==> src/rtl/mips_isa_pkg.sv <==
// MIPS ISA constants and the decode/issue bundles
// shared by the D-to-E issue path and the ALU.
package mips_isa_pkg;

  localparam logic [4:0] ALUOP_OR   = 5'b00000;
  localparam logic [4:0] ALUOP_ADD  = 5'b00001;
  localparam logic [4:0] ALUOP_SUB  = 5'b00010;
  localparam logic [4:0] ALUOP_LUI  = 5'b00011;
  localparam logic [4:0] ALUOP_SLL  = 5'b00100;
  localparam logic [4:0] ALUOP_XOR  = 5'b00101;
  localparam logic [4:0] ALUOP_SRL  = 5'b00110;
  localparam logic [4:0] ALUOP_SRA  = 5'b00111;
  localparam logic [4:0] ALUOP_AND  = 5'b01000;
  localparam logic [4:0] ALUOP_NOR  = 5'b01001;
  localparam logic [4:0] ALUOP_SLT  = 5'b01010;
  localparam logic [4:0] ALUOP_SLTU = 5'b01011;

  localparam logic [5:0] OP_RTYPE  = 6'h00;
  localparam logic [5:0] OP_REGIMM = 6'h01;
  localparam logic [5:0] OP_J      = 6'h02;
  localparam logic [5:0] OP_JAL    = 6'h03;
  localparam logic [5:0] OP_BEQ    = 6'h04;
  localparam logic [5:0] OP_BNE    = 6'h05;
  localparam logic [5:0] OP_BLEZ   = 6'h06;
  localparam logic [5:0] OP_BGTZ   = 6'h07;
  localparam logic [5:0] OP_ADDI   = 6'h08;
  localparam logic [5:0] OP_ADDIU  = 6'h09;
  localparam logic [5:0] OP_SLTI   = 6'h0A;
  localparam logic [5:0] OP_SLTIU  = 6'h0B;
  localparam logic [5:0] OP_ANDI   = 6'h0C;
  localparam logic [5:0] OP_ORI    = 6'h0D;
  localparam logic [5:0] OP_XORI   = 6'h0E;
  localparam logic [5:0] OP_LUI    = 6'h0F;
  localparam logic [5:0] OP_COP0   = 6'h10;
  localparam logic [5:0] OP_LB     = 6'h20;
  localparam logic [5:0] OP_LH     = 6'h21;
  localparam logic [5:0] OP_LW     = 6'h23;
  localparam logic [5:0] OP_LBU    = 6'h24;
  localparam logic [5:0] OP_LHU    = 6'h25;
  localparam logic [5:0] OP_SB     = 6'h28;
  localparam logic [5:0] OP_SH     = 6'h29;
  localparam logic [5:0] OP_SW     = 6'h2B;

  localparam logic [5:0] FUNCT_SLL     = 6'h00;
  localparam logic [5:0] FUNCT_SRL     = 6'h02;
  localparam logic [5:0] FUNCT_SRA     = 6'h03;
  localparam logic [5:0] FUNCT_SLLV    = 6'h04;
  localparam logic [5:0] FUNCT_SRLV    = 6'h06;
  localparam logic [5:0] FUNCT_SRAV    = 6'h07;
  localparam logic [5:0] FUNCT_JR      = 6'h08;
  localparam logic [5:0] FUNCT_JALR    = 6'h09;
  localparam logic [5:0] FUNCT_SYSCALL = 6'h0C;
  localparam logic [5:0] FUNCT_MFHI    = 6'h10;
  localparam logic [5:0] FUNCT_MTHI    = 6'h11;
  localparam logic [5:0] FUNCT_MFLO    = 6'h12;
  localparam logic [5:0] FUNCT_MTLO    = 6'h13;
  localparam logic [5:0] FUNCT_MULT    = 6'h18;
  localparam logic [5:0] FUNCT_MULTU   = 6'h19;
  localparam logic [5:0] FUNCT_DIV     = 6'h1A;
  localparam logic [5:0] FUNCT_DIVU    = 6'h1B;
  localparam logic [5:0] FUNCT_ADD     = 6'h20;
  localparam logic [5:0] FUNCT_ADDU    = 6'h21;
  localparam logic [5:0] FUNCT_SUB     = 6'h22;
  localparam logic [5:0] FUNCT_SUBU    = 6'h23;
  localparam logic [5:0] FUNCT_AND     = 6'h24;
  localparam logic [5:0] FUNCT_OR      = 6'h25;
  localparam logic [5:0] FUNCT_XOR     = 6'h26;
  localparam logic [5:0] FUNCT_NOR     = 6'h27;
  localparam logic [5:0] FUNCT_SLT     = 6'h2A;
  localparam logic [5:0] FUNCT_SLTU    = 6'h2B;

  typedef enum logic [1:0] {
    A_RS, A_SHAMT, A_ZERO
  } a_sel_e;

  typedef enum logic [1:0] {
    B_RT, B_SEXT, B_ZEXT, B_ZERO
  } b_sel_e;

  typedef struct packed {
    logic [4:0] aluop;
    a_sel_e     a_sel;
    b_sel_e     b_sel;
    logic       uses_alu;
    logic       ov_chk;
    logic       addr;
    logic       ri;
  } dec_t;

  typedef struct packed {
    logic [4:0]  aluop;
    logic [31:0] a;
    logic [31:0] b;
    logic        valid;
    logic        uses_alu;
    logic        ov_chk;
    logic        addr;
    logic        ri;
  } id_ex_t;

endpackage

==> src/rtl/alu_op_decode.sv <==
// Combinational opcode/funct decode into ALUop,
// operand selects and E-stage flags.
import mips_isa_pkg::*;

module alu_op_decode (
  input  logic [5:0] op_i,
  input  logic [5:0] funct_i,
  output dec_t       dec_o
);

  always_comb begin
    dec_o          = '0;
    dec_o.aluop    = ALUOP_ADD;
    dec_o.a_sel    = A_RS;
    dec_o.b_sel    = B_RT;
    dec_o.uses_alu = 1'b1;
    case (op_i)
      OP_RTYPE: begin
        case (funct_i)
          FUNCT_ADD: dec_o.ov_chk = 1'b1;
          FUNCT_ADDU: ;
          FUNCT_SUB: begin
            dec_o.aluop  = ALUOP_SUB;
            dec_o.ov_chk = 1'b1;
          end
          FUNCT_SUBU: dec_o.aluop = ALUOP_SUB;
          FUNCT_AND:  dec_o.aluop = ALUOP_AND;
          FUNCT_OR:   dec_o.aluop = ALUOP_OR;
          FUNCT_XOR:  dec_o.aluop = ALUOP_XOR;
          FUNCT_NOR:  dec_o.aluop = ALUOP_NOR;
          FUNCT_SLT:  dec_o.aluop = ALUOP_SLT;
          FUNCT_SLTU: dec_o.aluop = ALUOP_SLTU;
          FUNCT_SLL: begin
            dec_o.aluop = ALUOP_SLL;
            dec_o.a_sel = A_SHAMT;
          end
          FUNCT_SRL: begin
            dec_o.aluop = ALUOP_SRL;
            dec_o.a_sel = A_SHAMT;
          end
          FUNCT_SRA: begin
            dec_o.aluop = ALUOP_SRA;
            dec_o.a_sel = A_SHAMT;
          end
          FUNCT_SLLV: dec_o.aluop = ALUOP_SLL;
          FUNCT_SRLV: dec_o.aluop = ALUOP_SRL;
          FUNCT_SRAV: dec_o.aluop = ALUOP_SRA;
          FUNCT_JR, FUNCT_JALR, FUNCT_SYSCALL,
          FUNCT_MFHI, FUNCT_MTHI, FUNCT_MFLO,
          FUNCT_MTLO, FUNCT_MULT, FUNCT_MULTU,
          FUNCT_DIV, FUNCT_DIVU:
            dec_o.uses_alu = 1'b0;
          default: begin
            dec_o.ri       = 1'b1;
            dec_o.uses_alu = 1'b0;
            dec_o.a_sel    = A_ZERO;
            dec_o.b_sel    = B_ZERO;
          end
        endcase
      end
      OP_ADDI: begin
        dec_o.b_sel  = B_SEXT;
        dec_o.ov_chk = 1'b1;
      end
      OP_ADDIU: dec_o.b_sel = B_SEXT;
      OP_SLTI: begin
        dec_o.aluop = ALUOP_SLT;
        dec_o.b_sel = B_SEXT;
      end
      OP_SLTIU: begin
        dec_o.aluop = ALUOP_SLTU;
        dec_o.b_sel = B_SEXT;
      end
      OP_ANDI: begin
        dec_o.aluop = ALUOP_AND;
        dec_o.b_sel = B_ZEXT;
      end
      OP_ORI: begin
        dec_o.aluop = ALUOP_OR;
        dec_o.b_sel = B_ZEXT;
      end
      OP_XORI: begin
        dec_o.aluop = ALUOP_XOR;
        dec_o.b_sel = B_ZEXT;
      end
      OP_LUI: begin
        dec_o.aluop = ALUOP_LUI;
        dec_o.b_sel = B_ZEXT;
      end
      OP_LB, OP_LH, OP_LW, OP_LBU, OP_LHU,
      OP_SB, OP_SH, OP_SW: begin
        dec_o.b_sel = B_SEXT;
        dec_o.addr  = 1'b1;
      end
      OP_BEQ, OP_BNE, OP_BLEZ, OP_BGTZ,
      OP_REGIMM, OP_J, OP_JAL, OP_COP0:
        dec_o.uses_alu = 1'b0;
      default: begin
        dec_o.ri       = 1'b1;
        dec_o.uses_alu = 1'b0;
        dec_o.a_sel    = A_ZERO;
        dec_o.b_sel    = B_ZERO;
      end
    endcase
  end

endmodule

==> src/rtl/alu_issue_stage.sv <==
// D-to-E issue register: decodes the D instruction into
// ALUop and operands and holds them for the E-stage ALU.
import mips_isa_pkg::*;

module alu_issue_stage #(
  parameter int SHAMT_W = 5
) (
  input  logic        clk,
  input  logic        reset,
  input  logic [31:0] instr_d,
  input  logic [31:0] rs_val_d,
  input  logic [31:0] rt_val_d,
  input  logic        valid_d,
  input  logic        stall_i,
  input  logic        flush_i,
  output logic [4:0]  aluop_e,
  output logic [31:0] a_e,
  output logic [31:0] b_e,
  output logic        valid_e,
  output logic        uses_alu_e,
  output logic        ov_chk_e,
  output logic        addr_e,
  output logic        ri_e
);

  dec_t        dec;
  id_ex_t      ex_d, ex_q, load;
  logic [31:0] a_val, b_val;
  logic        unused_rs_rt;

  // register-number fields are consumed by forwarding, not here
  assign unused_rs_rt = ^instr_d[25:16];

  alu_op_decode u_dec (
    .op_i    (instr_d[31:26]),
    .funct_i (instr_d[5:0]),
    .dec_o   (dec)
  );

  always_comb begin
    a_val = '0;
    unique case (dec.a_sel)
      A_RS:    a_val = rs_val_d;
      A_SHAMT: a_val = {{(32-SHAMT_W){1'b0}},
                        instr_d[6 +: SHAMT_W]};
      default: a_val = '0;
    endcase
  end

  always_comb begin
    b_val = '0;
    unique case (dec.b_sel)
      B_RT:    b_val = rt_val_d;
      B_SEXT:  b_val = {{16{instr_d[15]}}, instr_d[15:0]};
      B_ZEXT:  b_val = {16'h0000, instr_d[15:0]};
      default: b_val = '0;
    endcase
  end

  always_comb begin
    load = '0;
    if (valid_d) begin
      load.aluop    = dec.aluop;
      load.a        = a_val;
      load.b        = b_val;
      load.valid    = 1'b1;
      load.uses_alu = dec.uses_alu;
      load.ov_chk   = dec.ov_chk;
      load.addr     = dec.addr;
      load.ri       = dec.ri;
    end
  end

  always_comb begin
    ex_d = ex_q;
    if (!reset || flush_i) ex_d = '0;
    else if (!stall_i)     ex_d = load;
  end

  always_ff @(posedge clk) begin
    ex_q <= ex_d;
  end

  assign aluop_e    = ex_q.aluop;
  assign a_e        = ex_q.a;
  assign b_e        = ex_q.b;
  assign valid_e    = ex_q.valid;
  assign uses_alu_e = ex_q.uses_alu;
  assign ov_chk_e   = ex_q.ov_chk;
  assign addr_e     = ex_q.addr;
  assign ri_e       = ex_q.ri;

endmodule

==> config.mk <==
export PLATFORM = sky130hd
export DESIGN_NAME = alu_issue_stage
export DESIGN_NICKNAME = d
export VERILOG_FILES = /design/src/rtl/mips_isa_pkg.sv /design/src/rtl/alu_op_decode.sv /design/src/rtl/alu_issue_stage.sv
export SDC_FILE = /design/constraint.sdc
export NUM_CORES = 1
export LEC_CHECK = 0
export ABC_CLOCK_PERIOD_IN_PS = 2200
export BUFFER_PORTS_ARGS = -buffer_cell sky130_fd_sc_hd__buf_2
export CORE_MARGIN = 8
export CORE_UTILIZATION = 47
export CTS_BUF_LIST = sky130_fd_sc_hd__clkbuf_2
export DETAILED_ROUTE_END_ITERATION = 8
export GPL_TIMING_DRIVEN = 1
export MAX_ROUTING_LAYER = met4
export PLACE_DENSITY = 0.8
export SYNTH_ARGS = -nofsm -noshare
export SYNTH_HDL_FRONTEND = slang
export SYNTH_SLANG_ARGS = --single-unit
==> constraint.sdc <==
create_clock -name clk -period 2.2 [get_ports clk]
set_clock_uncertainty 0.05 [all_clocks]
set_input_delay 0.11 -clock clk [delete_from_list [all_inputs] [get_ports clk]]
set_output_delay 0.11 -clock clk [all_outputs]
set_load 0.01 [all_outputs]
==> impl_metrics.tcl, run 1 <==
set metrics [dict create \
    status "complete, no violations" \
    post_cts_buffers 0 \
    yosysWarnings 0 \
    synth.yosys.seq_area_share_pct 42.9 \
    hold_violations 0 \
    synth_edf_count 0 \
    die_area_um2 10200 \
    drtPass1Iterations 5 \
    place_hpwl_um 8540 \
    core_area_um2 7140 \
    final_area_um2 5410 \
    dp_cells 630 \
    dr.max_layer_used "met4" \
    final_util_pct 75.8 \
    power_mw 2.51 \
    setup_slack_ns 0.0268 \
    drc_errors 0 \
    path_max_fanout 21 \
    wl_per_cell_um 18.1 \
    synthArstFlopShare_pct 0 \
    whs_ns 0.0422 \
    final_common_cell "buf_2" \
    cts_buffers 9 \
    placed_cell_area_um2 4380 \
    clockBufferDepth 2 \
    drive_gt1_share_pct 32.9 \
    slew_headroom_pct 58.6 \
    grt_pass1_wl_um 21200 \
    worstMarginPinSlew_ns 0.620 \
    critical_path_class "in2reg" \
    htreeDepth 3 \
    synth_top_area_cell "dfxtp_1" \
    cp-end-kind "flip-flop" \
    seqCellArea_um2 1460 \
    std_cell_rows 31 \
    max_clock_freq_ghz 0.460 \
    crit_required_ns 2.54 \
    gp_congestion 0.897 \
    setup_tns_ns 0 \
    cts-root-buf "clkbuf_2" \
    ys_types 46 \
    powerDensity_nw_per_um2 463 \
    slowest_delay_ns 0.57 \
    fill_cells 511 \
    die_w_um 101 \
    synth_area_leaders "dfxtp_1 43%, a22oi_1 8.6%, a22o_1 7.2%" \
    clk_latency_ns 0.49 \
    syn-cell-area_um2 3410 \
    cp_top_family "buffers and inverters" \
    fin_nets 735 \
    port_buffers 163 \
    irDropWorstVdd_mv 0.286 \
    cp.arrival_ns 2.51 \
    synthDominantCellAreaShare_pct 42.9 \
    final-instance-count-excl-fill 738 \
    multiInputGateArea_um2 1780 \
    n_antenna_cell 0 \
    drt-total-wl_um 13400 \
    fin_crit_ns 2.17 \
    slew_violations 0 \
    most-common-layout-cells "162 x buf_2, 92 x dlygate4sd3_1, 73 x dfxtp_1, 43 x nand2_1, 39 x a22oi_1" \
    grt_remaining_overflow 0 \
    avgViaCountPerCell 5.66 \
    tritoncts "done" \
    dp_slack_ns 0.0410 \
    p_leak_nw 2.38 \
    hp-class "in2reg" \
    start_util_pct 47.7 \
    wl_met2_um 6380 \
    routed-wl-met3_um 1320 \
    synth_cells 387 \
    drv_cap 0 \
    ant_nets 0 \
    avgSynthCellArea_um2 8.80 \
    worstSetupStartpointType "input pin" \
    io_pins 175 \
    fin_crit_sh_pct 98.8 \
    synth_ff_type "dfxtp_1" \
    rsz0062_at_grt "true" \
    path_cells "buf_2 > or4_4 > or2_1 > a221o_1 > buf_6 > o211ai_1 > a22oi_1 > dlygate4sd3_1" \
    synth_nets 488 \
    slowest_stage "dlygate4sd3_1" \
    antenna_found_initial 0 \
    vias 4174 \
    crit_buf_inv 3 \
    grt.total_usage_pct 26.5 \
    areaGrowthSynthToFinish_pct 58.8 \
    synth-seq-cells 73 \
    fp.dieH_um 101 \
    grt_pass1_vias 4176 \
    clock_sinks 73 \
    drt-initial-drc-count 296 \
    wl_met1_um 5330 \
    grt_start_max_net_pins 50 \
    setup_viol 0 \
    clk_pin_slew_ns 0.23 \
]
-- area by class of cell --
| class | instances | share of cell area [%] |
|---|---|---|
| inverter | 5 | 0.347 |
| timing repair buffer | 276 | 35.8 |
| clock buffer | 9 | 0.833 |
| sequential | 73 | 27.0 |
| multi-input combinational | 269 | 32.8 |
| tap | 99 | 2.29 |
| clock inverter | 7 | 0.833 |
-- synth_stat cells, drive strengths merged (2+ instances only) --
library cell	n
dfxtp	73
nand2	43
a22oi	39
a21oi	34
clkbuf	32
o211ai	29
a22o	28
o21ai	22
nor2	13
nand2b	10
a32oi	9
buf	8
inv	5
and3	3
mux2i	3
nor2b	3
nor4	3
o31ai	3
a21o	2
nor3b	2
o21bai	2
or2	2
-- routing by layer --
layer  up-vias  global-route usage [%]
met5         -                       -
met4         0                    10.2
met3        33                    6.70
met2       251                    43.9
met1      1930                    30.1
li1       1960                       -
-- flip-flops by register name, summed over array words and instances (netlist names) --
| name | cells |
|---|---|
| addr_e | 1 |
| ov_chk_e | 1 |
| uses_alu_e | 1 |
| b_e | 32 |
| valid_e | 1 |
| ri_e | 1 |
| a_e | 32 |
| aluop_e | 4 |
-- kinds of logic (layout without fill, tap and decap cells) --
family	Yosys count	count (layout)	synth area share, %
mux	3	3	0.882
other cells	1	1	0.110
flops	73	73	42.9
xor+xnor	1	1	0.257
simple gates	86	86	12.0
buf+inv	45	297	6.32
compound gates	178	178	37.5
-- where the power goes --
group / switching (mW) / total (mW) / internal [mW]
sequential: 0.00933 / 1.35 / 1.34
combinational: 0.251 / 0.518 / 0.267
clock: 0.491 / 0.638 / 0.147
total: 0.752 / 2.51 / 1.75
-- worst reg2reg max path: stages, from the launching register on --
cell           delay (ns)
dfxtp_1              0.38
a32oi_1              0.13
dlygate4sd3_1        0.59
a21oi_2              0.06
dlygate4sd3_1        0.57
-- path summary, 6_finish.rpt --
path	start	slack, ns	cells past startpoint	to
max reg2reg	b_e[12]	0.35	4	b_e[12]
max	instr_d[27]	0.03	8	b_e[11]
min reg2reg	a_e[1]	0.41	2	a_e[1]
min	instr_d[27]	0.04	5	aluop_e[2]
-- timing repair --
item                                   in CTS  in global routing
hold buffers                               92                  0
endpoints found under the hold margin      72                  0
gates resized for setup                     0                  5
setup endpoints to repair                   0                  6
No activity file was read; power rests on OpenSTA's default activity.
==> run 2, diff against run 1 <==
- CORE_UTILIZATION: 47 -> 45
- CTS_BUF_LIST: sky130_fd_sc_hd__clkbuf_2 -> not set
- PLACE_DENSITY: 0.8 -> 0.77
==> impl_metrics.tcl, run 2 (synthesis results as in run 1) <==
set metrics [dict create \
    cp.arrival_ns 2.10 \
    die_area_um2 10600 \
    die_w_um 103 \
    slew_violations 0 \
    setup_tns_ns 0 \
    n_antenna_cell 0 \
    switching_share_pct 29.1 \
    vias 3962 \
    path_max_fanout 6 \
    antenna_found_initial 0 \
    p_sw_uw 818 \
    final_util_pct 70.0 \
    worstMarginPinSlew_ns 0.606 \
    htreeDepth 3 \
    final_common_cell "buf_2" \
    areaGrowthSynthToFinish_pct 49.9 \
    pwr-share-clk_pct 35.6 \
    grt_pass1_vias 3895 \
    p_comb_share_pct 16.6 \
    seqCellArea_um2 1460 \
    clockBufferDepth 2 \
    critical_path_class "in2reg" \
    hp-class "in2reg" \
    drt-total-wl_um 12900 \
    grt.total_usage_pct 24.9 \
    setup_slack_ns 0.284 \
    worstSetupStartpointType "input pin" \
    postCtsResizedCells 0 \
    core_area_um2 7290 \
    wl_per_cell_um 18.4 \
    fp.dieH_um 103 \
    clk_pin_slew_ns 0.08 \
    p_int_mw 1.99 \
    hold_violations 0 \
    std_cell_rows 31 \
    multiInputGateArea_um2 1760 \
    irDropWorstVdd_mv 0.344 \
    max_clock_freq_ghz 0.522 \
    avgViaCountPerCell 5.66 \
    reg2regPathDepth 2 \
    drtPass1Iterations 5 \
    ant_nets 0 \
    power_mw 2.81 \
    port_buffers 163 \
    clk_latency_ns 0.34 \
    p_seq_share_pct 47.8 \
    drv_cap 0 \
    fin_nets 697 \
    fin_crit_ns 1.92 \
    slew_headroom_pct 59.6 \
    powerDensity_nw_per_um2 551 \
    tritoncts "done" \
    clock_sinks 73 \
    p_leak_nw 2.21 \
    dp_slack_ns 0.0778 \
    status "complete, no violations" \
    setup_viol 0 \
    start_util_pct 46.7 \
    cts-root-buf "clkbuf_8" \
    fill_cells 587 \
    place_hpwl_um 8410 \
    drive_gt1_share_pct 34.4 \
    crit_required_ns 2.39 \
    gp_congestion 0.935 \
    cts_buffers 9 \
    grt_remaining_overflow 0 \
    drt-initial-drc-count 201 \
    io_pins 175 \
    most-common-layout-cells "163 x buf_2, 73 x dfxtp_1, 55 x dlygate4sd3_1, 43 x nand2_1, 39 x a22oi_1" \
    drc_errors 0 \
    grt_pass1_wl_um 20200 \
    grt_start_max_net_pins 88 \
    whs_path_depth 3 \
    fin_crit_sh_pct 87.1 \
    rsz0062_at_grt "false" \
    cp-end-kind "flip-flop" \
]
[run 2: cell count changes in the layout (fill, tap and decap cells not counted), moves of 2 or more]
| cell | previous run | this run |
|---|---|---|
| clkbuf_2 | 9 | 0 |
| clkbuf_8 | 0 | 9 |
| clkinv_2 | 4 | 0 |
| clkinvlp_4 | 1 | 3 |
| dlygate4sd3_1 | 92 | 55 |
| inv_6 | 1 | 3 |
[run 2: worst max-delay path, stage by stage]
cell	delay (ns)
buf_2	0.11
or4_4	0.53
or2_1	0.28
a31o_4	0.25
a32oi_1	0.19
dlygate4sd3_1	0.57
o21ai_1	0.05
[run 2: power groups by stage]
| stage | Sequential [mW] | Combinational [mW] | Clock [mW] |
|---|---|---|---|
| 2_1_floorplan | 1.38 | 0.194 | 0 |
| 3_3_place_gp | 1.37 | 0.372 | 0 |
| 3_5_place_dp | 1.37 | 0.380 | 0 |
| 4_1_cts | 1.34 | 0.457 | 1.01 |
| 5_1_grt | 1.35 | 0.509 | 1.07 |
| 6_report | 1.34 | 0.468 | 1.00 |
[run 2: layout make-up]
class	instances	area share [%]
flip-flops and latches	73	28.6
inverters	5	0.368
clock buffers	9	2.43
clock inverters	7	1.18
well taps	99	2.43
multi-input cells	269	34.5
repair buffers	238	30.4
[run 2: routing by layer]
layer	part of all wire, %	vias to the layer above	global-route usage, %
met5	0	-	-
met4	2.1	0	8.23
met3	8.5	27	5.13
met2	47	191	41.5
met1	42	1861	29.3
li1	-	1883	-
[run 2: repair_timing]
action,4_1_cts,5_1_grt
hold endpoints to repair,53,0
setup buffers,0,0
hold buffers,55,0
[run 2: final timing paths]
check	to	start	slack [ns]
worst min-delay path	a_e[0]	rs_val_d[0]	0.007
worst max register to register	b_e[11]	b_e[11]	1.38
worst min register to register	a_e[1]	a_e[1]	0.40
worst max-delay path	a_e[1]	instr_d[27]	0.28
[run 2: metrics by stage]
stage	cells	area, um2	hold WS, ns
after CTS	700	5100	0.00158
after global routing	700	5100	0.00502
after floorplan	387	3410	0.193
after detailed placement	629	4370	0.283
after global placement	629	4370	0.278
final	700	5100	0.00711
==> run 3, diff against run 2 <==
- ABC_AREA: not set -> 1
- CORE_UTILIZATION: 45 -> 35
- PLACE_DENSITY: 0.77 -> 0.61
- TNS_END_PERCENT: not set -> 5
==> impl_metrics.tcl, run 3 <==
set metrics [dict create \
    synth_common_cells "205 x nand2_1, 74 x a21oi_1, 73 x dfxtp_1" \
    irDropWorstVdd_mv 0.254 \
    slew_headroom_pct 46.8 \
    n_antenna_cell 0 \
    path_max_fanout 15 \
    core_area_um2 10200 \
    critical_path_class "in2reg" \
    drt-initial-drc-count 480 \
    gp_congestion 0.910 \
    synth-seq-cells 73 \
    clk_latency_ns 0.34 \
    crit_required_ns 2.33 \
    wl_per_cell_um 15.1 \
    synth_area_leaders "dfxtp_1 40%, nand2_1 21%, a21oi_1 10%" \
    clock_sinks 73 \
    worstSetupStartpointType "input pin" \
    setup_viol 0 \
    post_cts_buffers 0 \
    grt_pass1_vias 4306 \
    std_cell_rows 37 \
    dp_cells 820 \
    final_util_pct 48.6 \
    final-instance-count-excl-fill 863 \
    hp-class "in2reg" \
    synthArstFlopShare_pct 0 \
    synth_edf_count 0 \
    yosysWarnings 0 \
    p_leak_nw 2.33 \
    p_seq_share_pct 49.4 \
    fin_nets 823 \
    grt_start_max_net_pins 74 \
    start_util_pct 35.6 \
    status "complete, no violations" \
    port_buffers 163 \
    postCtsResizedCells 0 \
    ant_nets 0 \
    p_int_mw 1.93 \
    synth_top_area_cell "dfxtp_1" \
    whs_ns 0.0706 \
    grt_pass1_wl_um 21100 \
    place_hpwl_um 9420 \
    fin_crit_ns 1.64 \
    ys_types 27 \
    syn-cell-area_um2 3650 \
    synth_most_common_cell "nand2_1" \
    cp-end-kind "flip-flop" \
    hold_buffers 27 \
    synth_ff_type "dfxtp_1" \
    cts-root-buf "clkbuf_8" \
    synth.yosys.seq_area_share_pct 40.1 \
    max_clock_freq_ghz 0.609 \
    antenna_found_initial 0 \
    areaGrowthSynthToFinish_pct 36.5 \
    fp.dieH_um 118 \
    cp.arrival_ns 1.77 \
    htreeDepth 3 \
    io_pins 175 \
    grt.total_usage_pct 18.7 \
    p_sw_uw 785 \
    fin_crit_sh_pct 74.6 \
    synth_nets 652 \
    pwr-share-clk_pct 34.5 \
    synthDominantCellAreaShare_pct 40.1 \
    powerDensity_nw_per_um2 544 \
    synth_cells 551 \
    drive_gt1_share_pct 28.1 \
    die_w_um 118 \
    grt_remaining_overflow 0 \
    slew_violations 0 \
    drv_cap 0 \
    drt-total-wl_um 13000 \
    switching_share_pct 29.0 \
    cts_buffers 9 \
    drc_errors 0 \
    most-common-layout-cells "204 x nand2_1, 163 x buf_2, 74 x a21oi_1, 73 x dfxtp_1, 50 x nand3_1" \
    worstMarginPinSlew_ns 0.796 \
    p_comb_share_pct 16.1 \
    avgSynthCellArea_um2 6.62 \
    tritoncts "done" \
    setup_tns_ns 0 \
    die_area_um2 13900 \
    avgViaCountPerCell 5.03 \
    clockBufferDepth 2 \
    final_common_cell "nand2_1" \
    clk_pin_slew_ns 0.07 \
    rsz0062_at_grt "false" \
    vias 4341 \
    drtPass1Iterations 7 \
    hold_violations 0 \
]
[run 3: cell types whose count changed after synthesis, sizes merged, moves of 27 or more]
cell,delta
nand3,+51
nand4,+38
o211ai,-27
a22o,-28
a22oi,-39
nand2,+163
a21oi,+41
[run 3: worst paths after layout]
check	startpoint	to	slack, ns	cells past startpoint
worst min register to register	b_e[4]	b_e[4]	0.41	2
worst max-delay path	instr_d[27]	b_e[11]	0.56	12
worst max register to register	a_e[11]	a_e[11]	1.47	2
worst min-delay path	instr_d[13]	b_e[13]	0.07	5
[run 3: critical path, stage by stage]
cell and delay (ns):
buf_2 0.10, inv_1 0.05, nor2_1 0.18, nor3_1 0.07, nand2_1 0.10, inv_1 0.07, a21oi_2 0.37, inv_1 0.38
nand2_1 0.16, nand2_1 0.07, nand2_1 0.05, a21oi_1 0.05
[run 3: routing by layer]
metal	vias up	routed length, um	part of all wire [%]	GRT usage [%]
li1	2175	-	-	-
met1	1986	5580	43	21.1
met2	156	6320	48	30.6
met3	24	728	5.6	3.65
met4	0	409	3.1	10.3
met5	-	0	0	-
[run 3: cell families after synthesis]
kind of cell,after synthesis,synth area share [%]
buffers and inverters,64,8.03
other,1,0.103
DFF,73,40.1
and+or+nand+nor,323,39.0
AOI/OAI and AO/OA,90,12.8
[run 3: layout make-up]
type	instances	area [um2]
fill	1080	5250
multi-input combinational	414	1900
sequential	73	1460
timing repair buffer	201	1190
tap	136	170
clock buffer	10	128
inverter	23	86.3
clock inverter	6	42.5
[run 3: through the flow]
stage / instance area (um2) / worst slack (ns) / power (mW)
floorplan: 3650 / 0.711 / 1.60
global placement: 4540 / 0.268 / 1.76
detailed placement: 4540 / 0.176 / 1.77
CTS: 4980 / 0.541 / 2.74
global route: 4980 / 0.287 / 2.85
finish: 4980 / 0.558 / 2.71
[run 3: power groups by stage]
stage	Combinational [mW]	Sequential, mW	Clock, mW
6_report	0.436	1.34	0.936
5_1_grt	0.481	1.34	1.03
4_1_cts	0.436	1.34	0.971
3_5_place_dp	0.396	1.37	0
3_3_place_gp	0.394	1.37	0
2_1_floorplan	0.224	1.38	0
